==> src/rtl/button_conditioner_pkg.sv <==
// Shared constants for the pushbutton/switch front end: channel indices,
// default timing in clk cycles and the per-button FSM state encoding.
package button_conditioner_pkg;

    localparam int unsigned BTN_UP    = 0;
    localparam int unsigned BTN_DOWN  = 1;
    localparam int unsigned BTN_LEFT  = 2;
    localparam int unsigned BTN_RIGHT = 3;
    localparam int unsigned BTN_MID   = 4;

    localparam int unsigned DEF_N_BTN    = 5;
    localparam int unsigned DEF_DEB_CYC  = 2_000_000;
    localparam int unsigned DEF_HOLD_CYC = 60_000_000;
    localparam int unsigned DEF_REP_CYC  = 15_000_000;

    typedef enum logic [1:0] {
        ST_IDLE   = 2'd0,
        ST_PRESS  = 2'd1,
        ST_REPEAT = 2'd2
    } btn_state_t;

endpackage

==> src/rtl/button_conditioner_channel.sv <==
// One input: 2-flop synchroniser, debounce counter, registered level and
// (when HAS_FSM) the press/long/repeat event FSM; all outputs registered.
module btn_channel
    import button_conditioner_pkg::*;
#(
    parameter int unsigned DEB_CYC  = DEF_DEB_CYC,
    parameter int unsigned HOLD_CYC = DEF_HOLD_CYC,
    parameter int unsigned REP_CYC  = DEF_REP_CYC,
    parameter bit          HAS_FSM  = 1'b1
) (
    input  logic clk_i,
    input  logic rst_ni,
    input  logic raw_i,
    output logic level_o,
    output logic press_o,
    output logic release_o,
    output logic rpt_o,
    output logic long_o
);

    localparam int unsigned DW = $clog2(DEB_CYC);
    localparam logic [DW-1:0] DEB_T = DW'(DEB_CYC - 1);

    logic          sync1_q, sync2_q;
    logic          stable_q, stable_d;
    logic          level_q;
    logic [DW-1:0] dcnt_q, dcnt_d;

    // The counter only survives while the synchronised value keeps differing.
    always_comb begin
        dcnt_d   = '0;
        stable_d = stable_q;
        if (sync2_q != stable_q) begin
            if (dcnt_q == DEB_T) begin
                stable_d = sync2_q;
            end else begin
                dcnt_d = dcnt_q + DW'(1);
            end
        end
    end

    always_ff @(posedge clk_i or negedge rst_ni) begin
        if (!rst_ni) begin
            sync1_q  <= 1'b0;
            sync2_q  <= 1'b0;
            stable_q <= 1'b0;
            dcnt_q   <= '0;
            level_q  <= 1'b0;
        end else begin
            sync1_q  <= raw_i;
            sync2_q  <= sync1_q;
            stable_q <= stable_d;
            dcnt_q   <= dcnt_d;
            level_q  <= stable_q;
        end
    end

    assign level_o = level_q;

    if (HAS_FSM) begin : g_fsm
        localparam int unsigned MAXC = (HOLD_CYC > REP_CYC) ? HOLD_CYC : REP_CYC;
        localparam int unsigned HW   = $clog2(MAXC);
        localparam logic [HW-1:0] HOLD_T = HW'(HOLD_CYC - 1);
        localparam logic [HW-1:0] REP_T  = HW'(REP_CYC - 1);

        btn_state_t    state_q;
        logic [HW-1:0] hcnt_q;
        logic          press_q, release_q, rpt_q, long_q;

        // Release is tested first so it masks a terminal count in the same cycle.
        always_ff @(posedge clk_i or negedge rst_ni) begin
            if (!rst_ni) begin
                state_q   <= ST_IDLE;
                hcnt_q    <= '0;
                press_q   <= 1'b0;
                release_q <= 1'b0;
                rpt_q     <= 1'b0;
                long_q    <= 1'b0;
            end else begin
                press_q   <= 1'b0;
                release_q <= 1'b0;
                rpt_q     <= 1'b0;
                long_q    <= 1'b0;
                case (state_q)
                    ST_IDLE: begin
                        if (level_q) begin
                            press_q <= 1'b1;
                            rpt_q   <= 1'b1;
                            hcnt_q  <= '0;
                            state_q <= ST_PRESS;
                        end
                    end
                    ST_PRESS: begin
                        if (!level_q) begin
                            release_q <= 1'b1;
                            state_q   <= ST_IDLE;
                        end else if (hcnt_q == HOLD_T) begin
                            long_q  <= 1'b1;
                            rpt_q   <= 1'b1;
                            hcnt_q  <= '0;
                            state_q <= ST_REPEAT;
                        end else begin
                            hcnt_q <= hcnt_q + HW'(1);
                        end
                    end
                    ST_REPEAT: begin
                        if (!level_q) begin
                            release_q <= 1'b1;
                            state_q   <= ST_IDLE;
                        end else if (hcnt_q == REP_T) begin
                            rpt_q  <= 1'b1;
                            hcnt_q <= '0;
                        end else begin
                            hcnt_q <= hcnt_q + HW'(1);
                        end
                    end
                    default: begin
                        state_q <= ST_IDLE;
                        hcnt_q  <= '0;
                    end
                endcase
            end
        end

        assign press_o   = press_q;
        assign release_o = release_q;
        assign rpt_o     = rpt_q;
        assign long_o    = long_q;
    end else begin : g_nofsm
        assign press_o   = 1'b0;
        assign release_o = 1'b0;
        assign rpt_o     = 1'b0;
        assign long_o    = 1'b0;
    end

endmodule

==> src/rtl/button_conditioner.sv <==
// Pad front end: N_BTN debounced pushbuttons with event pulses plus the
// debounced do-not-disturb switch level. Event pulses lag raw edges by DEB_CYC+3.
module button_conditioner
    import button_conditioner_pkg::*;
#(
    parameter int unsigned N_BTN    = DEF_N_BTN,
    parameter int unsigned DEB_CYC  = DEF_DEB_CYC,
    parameter int unsigned HOLD_CYC = DEF_HOLD_CYC,
    parameter int unsigned REP_CYC  = DEF_REP_CYC
) (
    input  logic             clk,
    input  logic             rst_n,
    input  logic [N_BTN-1:0] btn_raw,
    input  logic             sw_raw,
    output logic [N_BTN-1:0] btn_level,
    output logic [N_BTN-1:0] btn_press,
    output logic [N_BTN-1:0] btn_release,
    output logic [N_BTN-1:0] btn_rpt,
    output logic [N_BTN-1:0] btn_long,
    output logic             sw_level
);

    for (genvar i = 0; i < N_BTN; i++) begin : g_btn
        btn_channel #(
            .DEB_CYC  (DEB_CYC),
            .HOLD_CYC (HOLD_CYC),
            .REP_CYC  (REP_CYC),
            .HAS_FSM  (1'b1)
        ) u_ch (
            .clk_i     (clk),
            .rst_ni    (rst_n),
            .raw_i     (btn_raw[i]),
            .level_o   (btn_level[i]),
            .press_o   (btn_press[i]),
            .release_o (btn_release[i]),
            .rpt_o     (btn_rpt[i]),
            .long_o    (btn_long[i])
        );
    end

    // The switch is a level only; its event outputs are tied off inside the channel.
    logic [3:0] sw_unused_evt;

    btn_channel #(
        .DEB_CYC  (DEB_CYC),
        .HOLD_CYC (HOLD_CYC),
        .REP_CYC  (REP_CYC),
        .HAS_FSM  (1'b0)
    ) u_sw (
        .clk_i     (clk),
        .rst_ni    (rst_n),
        .raw_i     (sw_raw),
        .level_o   (sw_level),
        .press_o   (sw_unused_evt[0]),
        .release_o (sw_unused_evt[1]),
        .rpt_o     (sw_unused_evt[2]),
        .long_o    (sw_unused_evt[3])
    );

endmodule

==> config.mk <==
export PLATFORM = sky130hd
export DESIGN_NAME = button_conditioner
export DESIGN_NICKNAME = d
export VERILOG_FILES = /design/src/rtl/button_conditioner_pkg.sv /design/src/rtl/button_conditioner_channel.sv /design/src/rtl/button_conditioner.sv
export SDC_FILE = /design/constraint.sdc
export NUM_CORES = 1
export LEC_CHECK = 0
export BUFFER_PORTS_ARGS = -buffer_cell sky130_fd_sc_hd__buf_2
export CELL_PAD_IN_SITES_DETAIL_PLACEMENT = 1
export CELL_PAD_IN_SITES_GLOBAL_PLACEMENT = 2
export CORE_MARGIN = 4
export CORE_UTILIZATION = 41
export CTS_CLUSTER_DIAMETER = 200
export DETAILED_ROUTE_END_ITERATION = 12
export PLACE_DENSITY = 0.89
export SLEW_MARGIN = 15
export SYNTH_ARGS = -nofsm -noshare
export SYNTH_HDL_FRONTEND = slang
export SYNTH_SLANG_ARGS = --single-unit
export TNS_END_PERCENT = 5
==> constraint.sdc <==
create_clock -name clk -period 3.45 [get_ports clk]
set_input_delay 0.345 -clock clk [delete_from_list [all_inputs] [get_ports clk]]
set_output_delay 0.345 -clock clk [all_outputs]
set_load 0.02 [all_outputs]
Yosys cells after proc, flatten, opt, wreduce, memory -nomap -nowiden
Index checks and enable logic that the tools add are counted.
{ "totals": {"ram_bits": 0, "reg_bits": 310, "input_bits": 8, "latchBits": 0, "memories": 0, "romBits": 0} }
{ "classes": {"n_eq_ne": 57, "muxes": 117, "n_reduce_logical": 26, "magnitude_cmp": 0, "shifts": 0, "multipliers": 0, "addsub": 11, "bitwise": 0, "n_div": 0} }
{ "op_table": {"columns": ["cell", "n"], "rows": [
  ["$mux 26", 25],
  ["$pmux 26 s3", 5],
  ["$mux 21", 12],
  ["$add 26x1->26 const B", 5],
  ["$eq 26x24->1 const B", 5],
  ["$eq 26x26->1 const B", 5],
  ["$add 21x1->21 const B", 6],
  ["$eq 21x21->1 const B", 6],
  ["$mux 1", 45],
  ["$mux 2", 20],
  ["$ne 2x1->1 const B", 15],
  ["$pmux 2 s3", 5],
  ["$reduce_and 3->1", 10],
  ["$ne 3x3->1 const B", 5],
  ["$pmux 1 s3", 5],
  ["$reduce_and 2->1", 6],
  ["$eq 2x1->1 const B", 5],
  ["$eq 2x2->1 const B", 5],
  ["$logic_not 2->1", 5],
  ["$ne 2x2->1 const B", 5],
  ["$reduce_or 2->1", 5],
  ["$ne 1x1->1", 6]
]} }

Depth between registers and ports, before layout
Gate-level depths: netlist (run 1).
{ "depth": {"word_depth": 4, "ltp_mapped": 9} }

Cells and area by module
A second synthesis (run 1) with hierarchy kept.
{ "unflattened": {"hier_cells": 1657, "area_unflattened_um2": 15986.6} }
{ "modules_own_cells": {"columns": ["module", "area_per_inst_um2", "seq_area_each_um2", "cells_each", "n_inst"], "rows": [
  ["btn_channel at g_btn[0].u_ch ...", 2896.5, 1426.4, 302, 4],
  ["btn_channel at g_btn[1].u_ch", 3149.3, 1426.4, 328, 1],
  ["btn_channel at u_sw", 1251.2, 625.6, 121, 1]
]} }

Worst setup path after synthesis (run 1)
No wires, ideal clock.
{ "synth_timing": {"path_type": "register -> register", "start": "register g_btn[2].u_ch.g_fsm.hcnt_q[0]", "end": "register g_btn[2].u_ch.g_fsm.hcnt_q[24]", "arrival_ns": 2.429, "slack_ns": 0.895, "synth_period_minus_slack_ns": 2.555, "path_stages_with_launch": 8, "required_ns": 3.324, "n_path_buf": 0, "path_cell_list": "dfrtp_1 -> ha_1 -> inv_1 -> or4_4 -> or4_4 -> or3_1 -> and3_1 -> a221o_1"} }
{ "synth_via": {"elab_chain_cells": 4, "elab_cells_between_ends": 8, "cone_classes": "add/sub (1); eq/ne (2); mux (5)"} }
{ "synth_lines": {"columns": ["item", "line", "rtl"], "rows": [
  ["start: declaration", "button_conditioner_channel.sv:67", "logic [HW-1:0] hcnt_q;"],
  ["start signal: assignment", "button_conditioner_channel.sv:103", "hcnt_q <= hcnt_q + HW'(1);"],
  ["start signal: assignment", "button_conditioner_channel.sv:114", "hcnt_q <= hcnt_q + HW'(1);"],
  ["$add 26x1->26 (tied with other cells)", "button_conditioner_channel.sv:103, button_conditioner_channel.sv:114", null],
  ["$mux 26, on equally long branches", "button_conditioner_channel.sv:110, button_conditioner_channel.sv:97", null],
  ["$mux 26, on equally long branches", "button_conditioner_channel.sv:107, button_conditioner_channel.sv:94", null],
  ["$pmux 26 s3 *", "button_conditioner_channel.sv:84", "case (state_q)"]
]} }
Mark *: on every way between the ends. The rest lies on a longest branch, timed or not. The select of a mux whose other input is x is not followed.
A chain may end at the register's enable or synchronous reset.

Worst setup path in the final report (run 1)
{ "layout_timing": {"start": "register g_btn[1].u_ch.g_fsm.hcnt_q[11]", "end": "register g_btn[1].u_ch.g_fsm.hcnt_q[17]"} }
{ "layout_via": {"elab_chain_cells": 4, "elab_cells_between_ends": 8, "cone_classes": "add/sub (1); eq/ne (2); mux (5)"} }
{ "layout_lines": {"columns": ["item", "line"], "rows": [
  ["start: declaration", "button_conditioner_channel.sv:67"],
  ["start signal: assignment", "button_conditioner_channel.sv:103"],
  ["start signal: assignment", "button_conditioner_channel.sv:114"],
  ["$add 26x1->26 (tied with other cells)", "button_conditioner_channel.sv:103, button_conditioner_channel.sv:114"],
  ["$mux 26, on equally long branches", "button_conditioner_channel.sv:110, button_conditioner_channel.sv:97"],
  ["$mux 26, on equally long branches", "button_conditioner_channel.sv:107, button_conditioner_channel.sv:94"],
  ["$pmux 26 s3 *", "button_conditioner_channel.sv:84"]
]} }
Marked as above.

==> results of run 1 <==
==> placed cells by master (no fill, tap or decap), types with 9 or more instances in the layout <==
master     count
ha_1          31
a21oi_1       30
and2_1        12
buf_4         11
nor2_1       261
xor2_1        88
o21ai_0       43
nand4_1       59
nor4b_1       12
a21o_1        23
or3_1         25
nand4b_1       9
nor2b_1       15
dfrtp_1      310
xnor2_1       74
a22o_1        41
clkbuf_16     39
nor3_1        47
or2_2         13
and4_1        18
nand3_1      119
and3_1        42
nor4_1        35
nand2_1      127
buf_2         32
inv_1         48
clkbuf_8      13
==> worst register-to-register path, stage by stage (launching register included) <==
cell     delay, ns
dfrtp_1       0.42
or4b_1        0.60
or3_1         0.41
o31ai_1       0.24
a21bo_1       0.28
and2_1        0.65
nor2_1        0.15
==> layer usage <==
metal  vias up  wire (um)
met5         -          0
met4         0        738
met3        48        984
met2       107      16870
met1      6126      17590
li1       5885          -
==> power breakdown <==
| group | total [uW] | internal, uW | switching, uW |
|---|---|---|---|
| logic | 150 | 36.5 | 114 |
| clock network | 3970 | 2410 | 1560 |
| registers | 3690 | 3660 | 25.0 |
==> registers in the layout (all words and copies together) (netlist names), 10 cells and up <==
name,flops
g_btn.u_ch.g_fsm.state_q,10
g_btn.u_ch.dcnt_q,105
u_sw.dcnt_q,21
g_btn.u_ch.g_fsm.hcnt_q,130
==> cell usage after synthesis, drive strengths merged (3+ instances only) <==
| library cell | count | area (um2) |
|---|---|---|
| mux2i | 8 | 80.08 |
| nand4b | 9 | 78.83 |
| o21ai | 45 | 225.2 |
| o31ai | 3 | 27.52 |
| dfrtp | 310 | 7757 |
| o22ai | 4 | 25.02 |
| nand2 | 127 | 476.7 |
| mux2 | 8 | 90.09 |
| nand4 | 60 | 381.6 |
| xor2 | 88 | 770.7 |
| nor2b | 15 | 93.84 |
| nor3b | 6 | 45.04 |
| buf | 37 | 257.7 |
| a21o | 23 | 172.7 |
| a221oi | 3 | 26.28 |
| nor4 | 35 | 219.0 |
| nand3 | 119 | 595.6 |
| xnor2 | 74 | 648.1 |
| nor2 | 262 | 983.4 |
| o311ai | 5 | 43.79 |
| and3 | 44 | 277.8 |
| nor4b | 12 | 105.1 |
| or4 | 11 | 91.34 |
| inv | 48 | 180.2 |
| or4b | 5 | 50.05 |
| a21oi | 30 | 150.1 |
| and4 | 19 | 167.7 |
| a22o | 41 | 359.1 |
| ha | 31 | 387.9 |
| nor4bb | 5 | 50.05 |
| clkbuf | 29 | 108.9 |
| a221o | 8 | 80.08 |
| o211ai | 5 | 37.54 |
| nor3 | 47 | 235.2 |
| or2 | 14 | 87.59 |
| or3 | 25 | 156.4 |
| o2bb2ai | 3 | 26.28 |
| and2 | 12 | 75.07 |
==> worst min path at each step <==
stage / start / to / slack [ns] / depth (start not counted)
2_1_floorplan: rst_n / g_btn[0].u_ch.dcnt_q[0]$_DFF_PN0_ / 0.05 / 0
3_3_place_gp: u_sw.sync1_q$_DFF_PN0_ / u_sw.sync2_q$_DFF_PN0_ / 0.33 / 0
3_5_place_dp: g_btn[4].u_ch.sync1_q$_DFF_PN0_ / g_btn[4].u_ch.sync2_q$_DFF_PN0_ / 0.34 / 0
4_1_cts: g_btn[4].u_ch.sync1_q$_DFF_PN0_ / g_btn[4].u_ch.sync2_q$_DFF_PN0_ / 0.35 / 0
5_1_grt: g_btn[1].u_ch.sync1_q$_DFF_PN0_ / g_btn[1].u_ch.sync2_q$_DFF_PN0_ / 0.35 / 0
6_report: g_btn[4].u_ch.sync1_q$_DFF_PN0_ / g_btn[4].u_ch.sync2_q$_DFF_PN0_ / 0.34 / 0
==> metrics by stage <==
step | hold slack [ns] | setup WS (ns)
after floorplan | 0.04941 | 0.8945
after global placement | 0.3346 | 0.6611
after detailed placement | 0.3358 | 0.5172
after CTS | 0.3481 | 0.4900
after global routing | 0.3519 | 0.3684
final | 0.3442 | 0.5376
==> area by class of cell <==
| class | count | area (um2) | share of cell area (%) |
|---|---|---|---|
| tap | 511 | 639.4 | 3.600 |
| sequential | 310 | 7757 | 43.68 |
| clock buffer | 57 | 1174 | 6.608 |
| multi-input combinational | 1233 | 7566 | 42.60 |
| timing repair buffer | 53 | 367.9 | 2.071 |
| inverter | 48 | 180.2 | 1.014 |
| clock inverter | 9 | 76.32 | 0.4297 |
==> cell families after synthesis <==
| logic type | Yosys count | share of synthesized area (%) |
|---|---|---|
| xor+xnor | 162 | 8.944 |
| fa+ha+maj | 31 | 2.445 |
| compound gates | 188 | 8.408 |
| simple gates | 836 | 26.78 |
| mux | 16 | 1.073 |
| flops | 310 | 48.90 |
| buf+inv | 114 | 3.447 |
==> flow_summary.yaml, run 1 <==
global_route:
  grt.busiest_layer: "met2"
  grt_pass1_vias: 12510
  global_route.usage.met3_pct: 2.501
  grt_usage_pct: 17.63
  grt_max_degree: 102
  grt_pass1_wl_um: 62960
  use_met1_pct: 24.93
  grt_antenna_before_repair: 0
  grt.overflow.total: 0
  globalRouteMet2Util_pct: 28.39
cells_and_area:
  fillers: 4310
  drive_above_1_share_pct: 8.304
  design_area_um2: 17760
  n_antenna_cell: 0
  fin_cells: 2221
  nets: 1722
  fin_util_pct: 46.82
  syn_to_final_growth_pct: 11.96
placement:
  gp_congestion: 0.7832
  dpl_cell_area_um2: 16440
  dpl.cell_count: 2148
  place_hpwl_um: 24260
  io_buffers: 33
clock_tree:
  clockBufferDepth: 3
  cts.sinks: 310
  cts.clk_slew.worst_paths_ns: 0.06
  post_cts_buffers: 0
  cts_tree: "yes"
  root_buffer: "clkbuf_16"
  ctsHoldBuffers: 7
  clock_latency_ns: 0.55
  cts-resized-gates: 0
  cts_inserted_buffers: 37
  h-tree-depth: 2
setup_path:
  crit_arrival_ns: 3.30
  worst-path-buf-inv: 0
  startpoint: "g_btn[1].u_ch.g_fsm.hcnt_q[11]$_DFFE_PN0P_"
  end_kind: "flop"
  start_kind: "flop"
  cp_cell_sequence: "or4b_1 > or3_1 > o31ai_1 > a21bo_1 > and2_1 > nor2_1"
  slowest_delay_ns: 0.65
  cp_max_fo: 18
  cp_slowest_cell: "and2_1"
  cp.depth: 6
  critPathTopFamily: "simple AND/OR/NAND/NOR gates"
  r2r_setup_slack_ns: 0.54
  reg2regPathDepth: 6
  crit_type: "flop to flop"
  endpoint: "g_btn[1].u_ch.g_fsm.hcnt_q[17]$_DFFE_PN0P_"
  r2r_start: "g_btn[1].u_ch.g_fsm.hcnt_q[11]$_DFFE_PN0P_"
  cp.required_ns: 3.84
  rr_endpoint: "g_btn[1].u_ch.g_fsm.hcnt_q[17]$_DFFE_PN0P_"
routing:
  routed_via_density: 5.478
  drc: 0
  drt-total-wl_um: 36180
  vias: 12170
  first_pass_iters: 4
  wire_per_inst_um: 16.29
  ant_nets: 0
  drt_iter0_markers: 532
sta:
  worstMarginPinSlew_ns: 0.9483
  post-route-min-period_ns: 2.912
  fin_setup_tns_ns: 0
  final-max-slew-violation-count: 0
  slew_headroom_pct: 36.78
  setup_violations: 0
  fin_skew_ns: 0.01288
  fmax_mhz: 343.4
  rsz0062_at_grt: "no"
  fin_crit_sh_pct: 84.42
  hold_viol: 0
floorplan:
  die_w_um: 204.7
  die_y_um: 204.7
  rows: 71
  design.die.area_um2: 41900
  initial_core_util_pct: 41.82
  core_area_um2: 37930
  pin_count: 34
synthesis:
  synthCells: 1657
  avgSynthCellArea_um2: 9.574
  yosys_warnings: 0
  synth_ff_type: "dfrtp_1"
  seq_area_frac_synth_pct: 48.90
  ys_ff_latch: 310
  synthArstFlopShare_pct: 100.0
  synth_cell_types: 69
  synth_edf_count: 0
  synthesis.area_um2: 15860
  syn_nets: 1696
pwr:
  power.density_nw_per_um2: 439.7
  vdd_drop_max_uv: 345.2
  power_uw: 7810
  leakage_uw: 0.007762
outcome:
  status: "complete, no violations"
hold_path:
  holdCritPathClass: "flop to flop"
flow_run:
  cap_violations: 0
Note: power is estimated with default switching activity, not from simulation.
==> run 2, diff against run 1 <==
ABC_AREA = 1   (was default)
CORE_UTILIZATION = 37   (was 41)
clock period = 2.86 ns   (was 3.45 ns; I/O delays follow)
==> run 2 against run 1 <==
Clock-buffer cell count unchanged. Critical path type unchanged. Clock skew increased by 0.011 ns. Die area increased by 25%. Cell count increased by 43%. Fmax increased by 21%. Synthesized area increased by 13%. Combinational power increased by 40%. Core utilization decreased by 4.7 points. Register-to-register slack got worse by 0.08 ns. Sequential cell count unchanged. Sequential power increased by 20%.
==> flow_summary.yaml, run 2 <==
setup_path:
  slowest_delay_ns: 0.49
  crit_arrival_ns: 2.87
  critPathTopFamily: "simple AND/OR/NAND/NOR gates"
  worst-path-buf-inv: 3
  cp.required_ns: 3.33
  cp_max_fo: 36
  r2r_setup_slack_ns: 0.46
  crit_type: "flop to flop"
  start_kind: "flop"
  startpoint: "g_btn[2].u_ch.g_fsm.state_q[0]$_DFFE_PN0P_"
  cp_slowest_cell: "nor3_1"
  r2r_start: "g_btn[2].u_ch.g_fsm.state_q[0]$_DFFE_PN0P_"
  cp_cell_sequence: "inv_1 > ha_1 > inv_1 > nand3_1 > nand2_2 > buf_4 > nand3_1 > nor3_1 > a21oi_1 > a21oi_1"
  end_kind: "flop"
clock_tree:
  h-tree-depth: 2
  cts.clk_slew.worst_paths_ns: 0.06
  cts.sinks: 310
  cts_tree: "yes"
  clock_latency_ns: 0.56
  cts_inserted_buffers: 40
  cts-resized-gates: 0
  root_buffer: "clkbuf_16"
  clockBufferDepth: 3
synthesis:
  synth_mux_area_share_pct: 0
  synthArstFlopShare_pct: 100.0
  synth_ff_type: "dfrtp_1"
  synth_top_family_by_area: "simple AND/OR/NAND/NOR gates"
  synthXorXnorAreaFrac_pct: 3.893
  synth_compound_area_share_pct: 6.208
  seq_area_frac_synth_pct: 43.10
  synth_common_cells: "573 x nand2_1, 454 x nor2_1, 317 x inv_1"
  yosysTopAreaCell: "dfrtp_1"
  synth_cell_types: 44
  yosysMostFrequentCell: "nand2_1"
  synth_top_area_share_pct: 43.10
  synthTopCellsByArea: "dfrtp_1 43%, nand2_1 12%, nor2_1 9.5%, inv_1 6.6%, nand3_1 4.8%"
  ys_ff_latch: 310
  synth_edf_count: 0
  syn_nets: 2527
  synth_fa_ha_area_share_pct: 2.155
  yosys_warnings: 0
  synthesis.area_um2: 18000
  synthSimpleGateAreaFrac_pct: 35.66
  avgSynthCellArea_um2: 7.234
  synthCells: 2488
sta:
  slew_headroom_pct: 47.91
  fin_crit_sh_pct: 83.95
  setup_violations: 0
  final-max-slew-violation-count: 0
  hold_viol: 0
  fin_skew_ns: 0.02415
  rsz0062_at_grt: "no"
  fin_setup_tns_ns: 0
  post-route-min-period_ns: 2.401
  worstMarginPinSlew_ns: 0.7795
  worst_slack_ns: 0.4590
  fmax_mhz: 416.5
cells_and_area:
  layout.cells.most_common_list: "573 x nand2_1, 454 x nor2_1, 317 x inv_1, 310 x dfrtp_1, 174 x nand3_1"
  design_area_um2: 20180
  top_register: "g_btn.u_ch.g_fsm.hcnt_q"
  fin_util_pct: 42.10
  syn_to_final_growth_pct: 12.14
  layout_commonest_cell: "nand2_1"
  n_antenna_cell: 0
  top_regs: "g_btn.u_ch.g_fsm.hcnt_q: 130 flops, g_btn.u_ch.dcnt_q: 105 flops, u_sw.dcnt_q: 21 flops"
  largest_reg_flops: 130
  nets: 2569
  drive_above_1_share_pct: 7.623
routing:
  first_pass_iters: 5
  drc: 0
  ant_nets: 0
  drt_iter0_markers: 819
  vias: 16090
  drt-total-wl_um: 48540
  routed_via_density: 5.070
  wire_per_inst_um: 15.30
hold_path:
  holdCritPathClass: "input pin to asynchronous set/reset pin"
global_route:
  grt_antenna_before_repair: 0
  grt_pass1_vias: 17300
  grt_max_degree: 71
  grt.overflow.total: 0
  grt_pass1_wl_um: 85060
  grt_usage_pct: 19.00
placement:
  dpl_cell_area_um2: 18750
  place_hpwl_um: 35350
  io_buffers: 33
  gp_congestion: 0.8385
  pre_cts_ws_ns: 0.5045
pwr:
  vdd_drop_max_uv: 391.5
  power_uw: 9844
  leakage_uw: 0.009132
  power.density_nw_per_um2: 487.7
floorplan:
  die_y_um: 228.6
  initial_core_util_pct: 37.54
  pin_count: 34
  rows: 80
  core_area_um2: 47950
  die_w_um: 228.6
  design.die.area_um2: 52240
outcome:
  status: "complete, no violations"
flow_run:
  cap_violations: 0
## run 2: power by group
part	switching, uW	internal [uW]
registers	21.4	4420
logic	155	54.9
clock network	1960	3230
total	2140	7710
## run 2: cell families after synthesis
family	count (synthesis)
and+or+nand+nor	1481
AOI/OAI and AO/OA	197
buffers and inverters	389
xor gates and xnor gates	80
DFF	310
adders and majority gates	31
## run 2: per-layer routing
layer  routed length, um  part of all wire, %  GRT usage, %
met5                   0                    0             0
met4                 947                  2.0         4.784
met3                1321                  2.7         2.393
met2               23500                   48         33.14
met1               22760                   47         25.10
## run 2: layout make-up
cell class / instances / area, um2
clock buffers: 57 / 1186
fillers: 5977 / 27760
well taps: 615 / 769.5
clock inverters: 13 / 173.9
multi-input cells: 1789 / 8625
repair buffers: 61 / 440.4
flip-flops and latches: 310 / 7757
inverters: 328 / 1231
## run 2: path summary, 6_finish.rpt
kind | end | cells past startpoint
max in group asynchronous | g_btn[2].u_ch.sync2_q$_DFF_PN0_ | 3
worst max register to register | g_btn[2].u_ch.g_fsm.hcnt_q[25]$_DFFE_PN0P_ | 10
worst min-delay path | g_btn[4].u_ch.g_fsm.hcnt_q[4]$_DFFE_PN0P_ | 2
worst min register to register | g_btn[0].u_ch.sync2_q$_DFF_PN0_ | 0
worst max-delay path | g_btn[2].u_ch.g_fsm.hcnt_q[25]$_DFFE_PN0P_ | 10
min in group clk | g_btn[0].u_ch.sync2_q$_DFF_PN0_ | 0
## run 2: timing repair
item / 4_1_cts / 5_1_grt
buffers inserted: 0 / 0
endpoints found under the hold margin: 70 / 0
hold buffers: 7 / 0
## run 2: stage by stage
| step | instances | hold WS [ns] |
|---|---|---|
| floorplan | 2488 | -0.009591 |
| global placement | 3096 | 0.3164 |
| detailed placement | 3096 | 0.3162 |
| CTS | 3173 | 0.3172 |
| global route | 3173 | 0.3465 |
| finish | 3173 | 0.2992 |
==> run 3, diff against run 2 <==
CORE_UTILIZATION = 34   (was 37)
PLACE_DENSITY = 0.86   (was 0.89)
clock period = 2.2 ns   (was 2.86 ns; I/O delays follow)
==> run 3 against run 2 <==
Clock skew is 0.0077 ns lower. Global-route usage is 1.3 points lower. Register-to-register slack worse by 0.22 ns. Sequential cell count stayed put. Worst hold slack worse by 0.089 ns. Cell area is 1.9% higher. Sequential share of layout area is 0.73 points lower. Cell count is 3.5% higher. Critical path depth is 1 higher. Largest cell class unchanged. Highest routed layer unchanged.
==> flow_summary.yaml, run 3 (synthesis gave the netlist of run 2 again) <==
cells_and_area:
  layout_commonest_cell: "nand2_1"
  n_antenna_cell: 0
  layout.cells.most_common_list: "573 x nand2_1, 453 x nor2_1, 317 x inv_1, 310 x dfrtp_1, 174 x nand3_1"
  drive_above_1_share_pct: 9.087
  syn_to_final_growth_pct: 14.31
  top_register: "g_btn.u_ch.g_fsm.hcnt_q"
  largest_reg_flops: 130
  top_regs: "g_btn.u_ch.g_fsm.hcnt_q: 130 flops, g_btn.u_ch.dcnt_q: 105 flops, u_sw.dcnt_q: 21 flops"
  nets: 2607
setup_path:
  crit_type: "flop to flop"
  end_kind: "flop"
  start_kind: "flop"
  crit_arrival_ns: 2.40
  cp_max_fo: 13
  cp.required_ns: 2.63
routing:
  m1WireLength_um: 23250
  drt_iter0_markers: 726
  routed-wl-met3_um: 1224
  drc: 0
  dr_wl_met2_um: 24030
  first_pass_iters: 5
  vias: 16220
  ant_nets: 0
  routed.top_layer: "met4"
  routed_via_density: 4.939
  wire_per_inst_um: 15.09
  drt-total-wl_um: 49570
sta:
  fin_skew_ns: 0.01647
  hold_viol: 0
  setup_violations: 0
  fmax_mhz: 509.0
  post-route-min-period_ns: 1.965
  fin_setup_tns_ns: 0
  rsz0062_at_grt: "no"
  worst_slack_ns: 0.2352
  worstMarginPinSlew_ns: 0.5704
  slew_headroom_pct: 61.97
  fin_crit_sh_pct: 89.31
  final-max-slew-violation-count: 0
clock_tree:
  cts.sinks: 310
  h-tree-depth: 2
  post_cts_buffers: 0
  clock_latency_ns: 0.55
  root_buffer: "clkbuf_16"
  cts.clk_slew.worst_paths_ns: 0.06
  cts_tree: "yes"
  clockBufferDepth: 3
  cts_inserted_buffers: 40
pwr:
  swShare_pct: 22.46
  seqPwrFrac_pct: 46.1
  p_comb_share_pct: 2.4
  clockPowerShare_pct: 51.5
  vdd_drop_max_uv: 412.6
  leakage_uw: 0.009309
  p_switching_uw: 2810
  p_int_uw: 9705
  power.density_nw_per_um2: 608.3
floorplan:
  die_w_um: 238.1
  rows: 84
  initial_core_util_pct: 34.32
  pin_count: 34
  die_y_um: 238.1
  core_area_um2: 52450
  design.die.area_um2: 56680
placement:
  pre_cts_ws_ns: 0.1578
  gp_congestion: 0.8556
  place_hpwl_um: 36960
  io_buffers: 33
outcome:
  status: "complete, no violations"
global_route:
  grt_usage_pct: 17.69
  grt_antenna_before_repair: 0
  grt_pass1_vias: 17370
  grt_max_degree: 59
  grt_pass1_wl_um: 85530
  grt.overflow.total: 0
flow_run:
  cap_violations: 0
hold_path:
  holdCritPathClass: "input pin to asynchronous set/reset pin"
## run 3: routing by layer
layer	GRT usage [%]	up-vias
li1	-	8056
met5	0	-
met1	23.17	7949
met3	2.115	72
met2	31.09	146
met4	4.802	0
## run 3: what timing repair did
item	CTS	global route
setup endpoints to repair	0	21
hold buffers	7	0
hold endpoints to repair	51	0
gates resized for setup	0	4
## run 3: worst paths after layout
check / start / end / cells after the start / slack (ns)
setup / recovery: g_btn[3].u_ch.g_fsm.hcnt_q[0]$_DFFE_PN0P_ / g_btn[3].u_ch.g_fsm.hcnt_q[7]$_DFFE_PN0P_ / 11 / 0.24
hold / removal: rst_n / g_btn[1].u_ch.g_fsm.hcnt_q[12]$_DFFE_PN0P_ / 2 / 0.21
setup reg to reg: g_btn[3].u_ch.g_fsm.hcnt_q[0]$_DFFE_PN0P_ / g_btn[3].u_ch.g_fsm.hcnt_q[7]$_DFFE_PN0P_ / 11 / 0.24
hold reg to reg: g_btn[2].u_ch.sync1_q$_DFF_PN0_ / g_btn[2].u_ch.sync2_q$_DFF_PN0_ / 0 / 0.35
max in group asynchronous: rst_n / u_sw.sync2_q$_DFF_PN0_ / 3 / 1.29
min in group clk: btn_raw[0] / g_btn[0].u_ch.sync1_q$_DFF_PN0_ / 2 / 0.31
## run 3: layout make-up
| cell class | instances | area, um2 |
|---|---|---|
| Clock inverter | 13 | 107.6 |
| Multi-Input combinational cell | 1789 | 8636 |
| Clock buffer | 58 | 1190 |
| Sequential cell | 310 | 7757 |
| Tap cell | 688 | 860.8 |
| Inverter | 328 | 1235 |
| Timing Repair Buffer | 99 | 788.3 |
| Fill cell | 6581 | 31870 |
## run 3: critical path, stage by stage, from the launching register on
cell and delay [ns]:
dfrtp_1 0.40, ha_1 0.21, nand2_1 0.12, nor2_4 0.15
nand2_1 0.13, nor2_1 0.11, nand2_1 0.13, nand2_1 0.11
nand2_2 0.09, a21oi_4 0.13, buf_4 0.20, nor2_1 0.06
## run 3: power groups by stage
stage | Combinational, uW | Clock, uW | Sequential [uW]
after floorplan | 86.1 | 0 | 5860
after global placement | 298 | 0 | 5870
after detailed placement | 307 | 0 | 5870
after CTS | 318 | 6690 | 5770
after global routing | 353 | 6910 | 5770
final | 300 | 6440 | 5770
## run 3: stage by stage
step | utilization, % | cell area, um2 | hold slack (ns) | total power [uW] | cells
2_1_floorplan | - | 18000 | -0.07559 | 5951 | 2488
6_report | 39.23 | 20570 | 0.2103 | 12520 | 3285
3_5_place_dp | 36.59 | 19190 | 0.2314 | 6178 | 3207
4_1_cts | 39.20 | 20560 | 0.2179 | 12780 | 3285
3_3_place_gp | 36.59 | 19190 | 0.2228 | 6166 | 3207
5_1_grt | 39.23 | 20570 | 0.2620 | 13040 | 3285
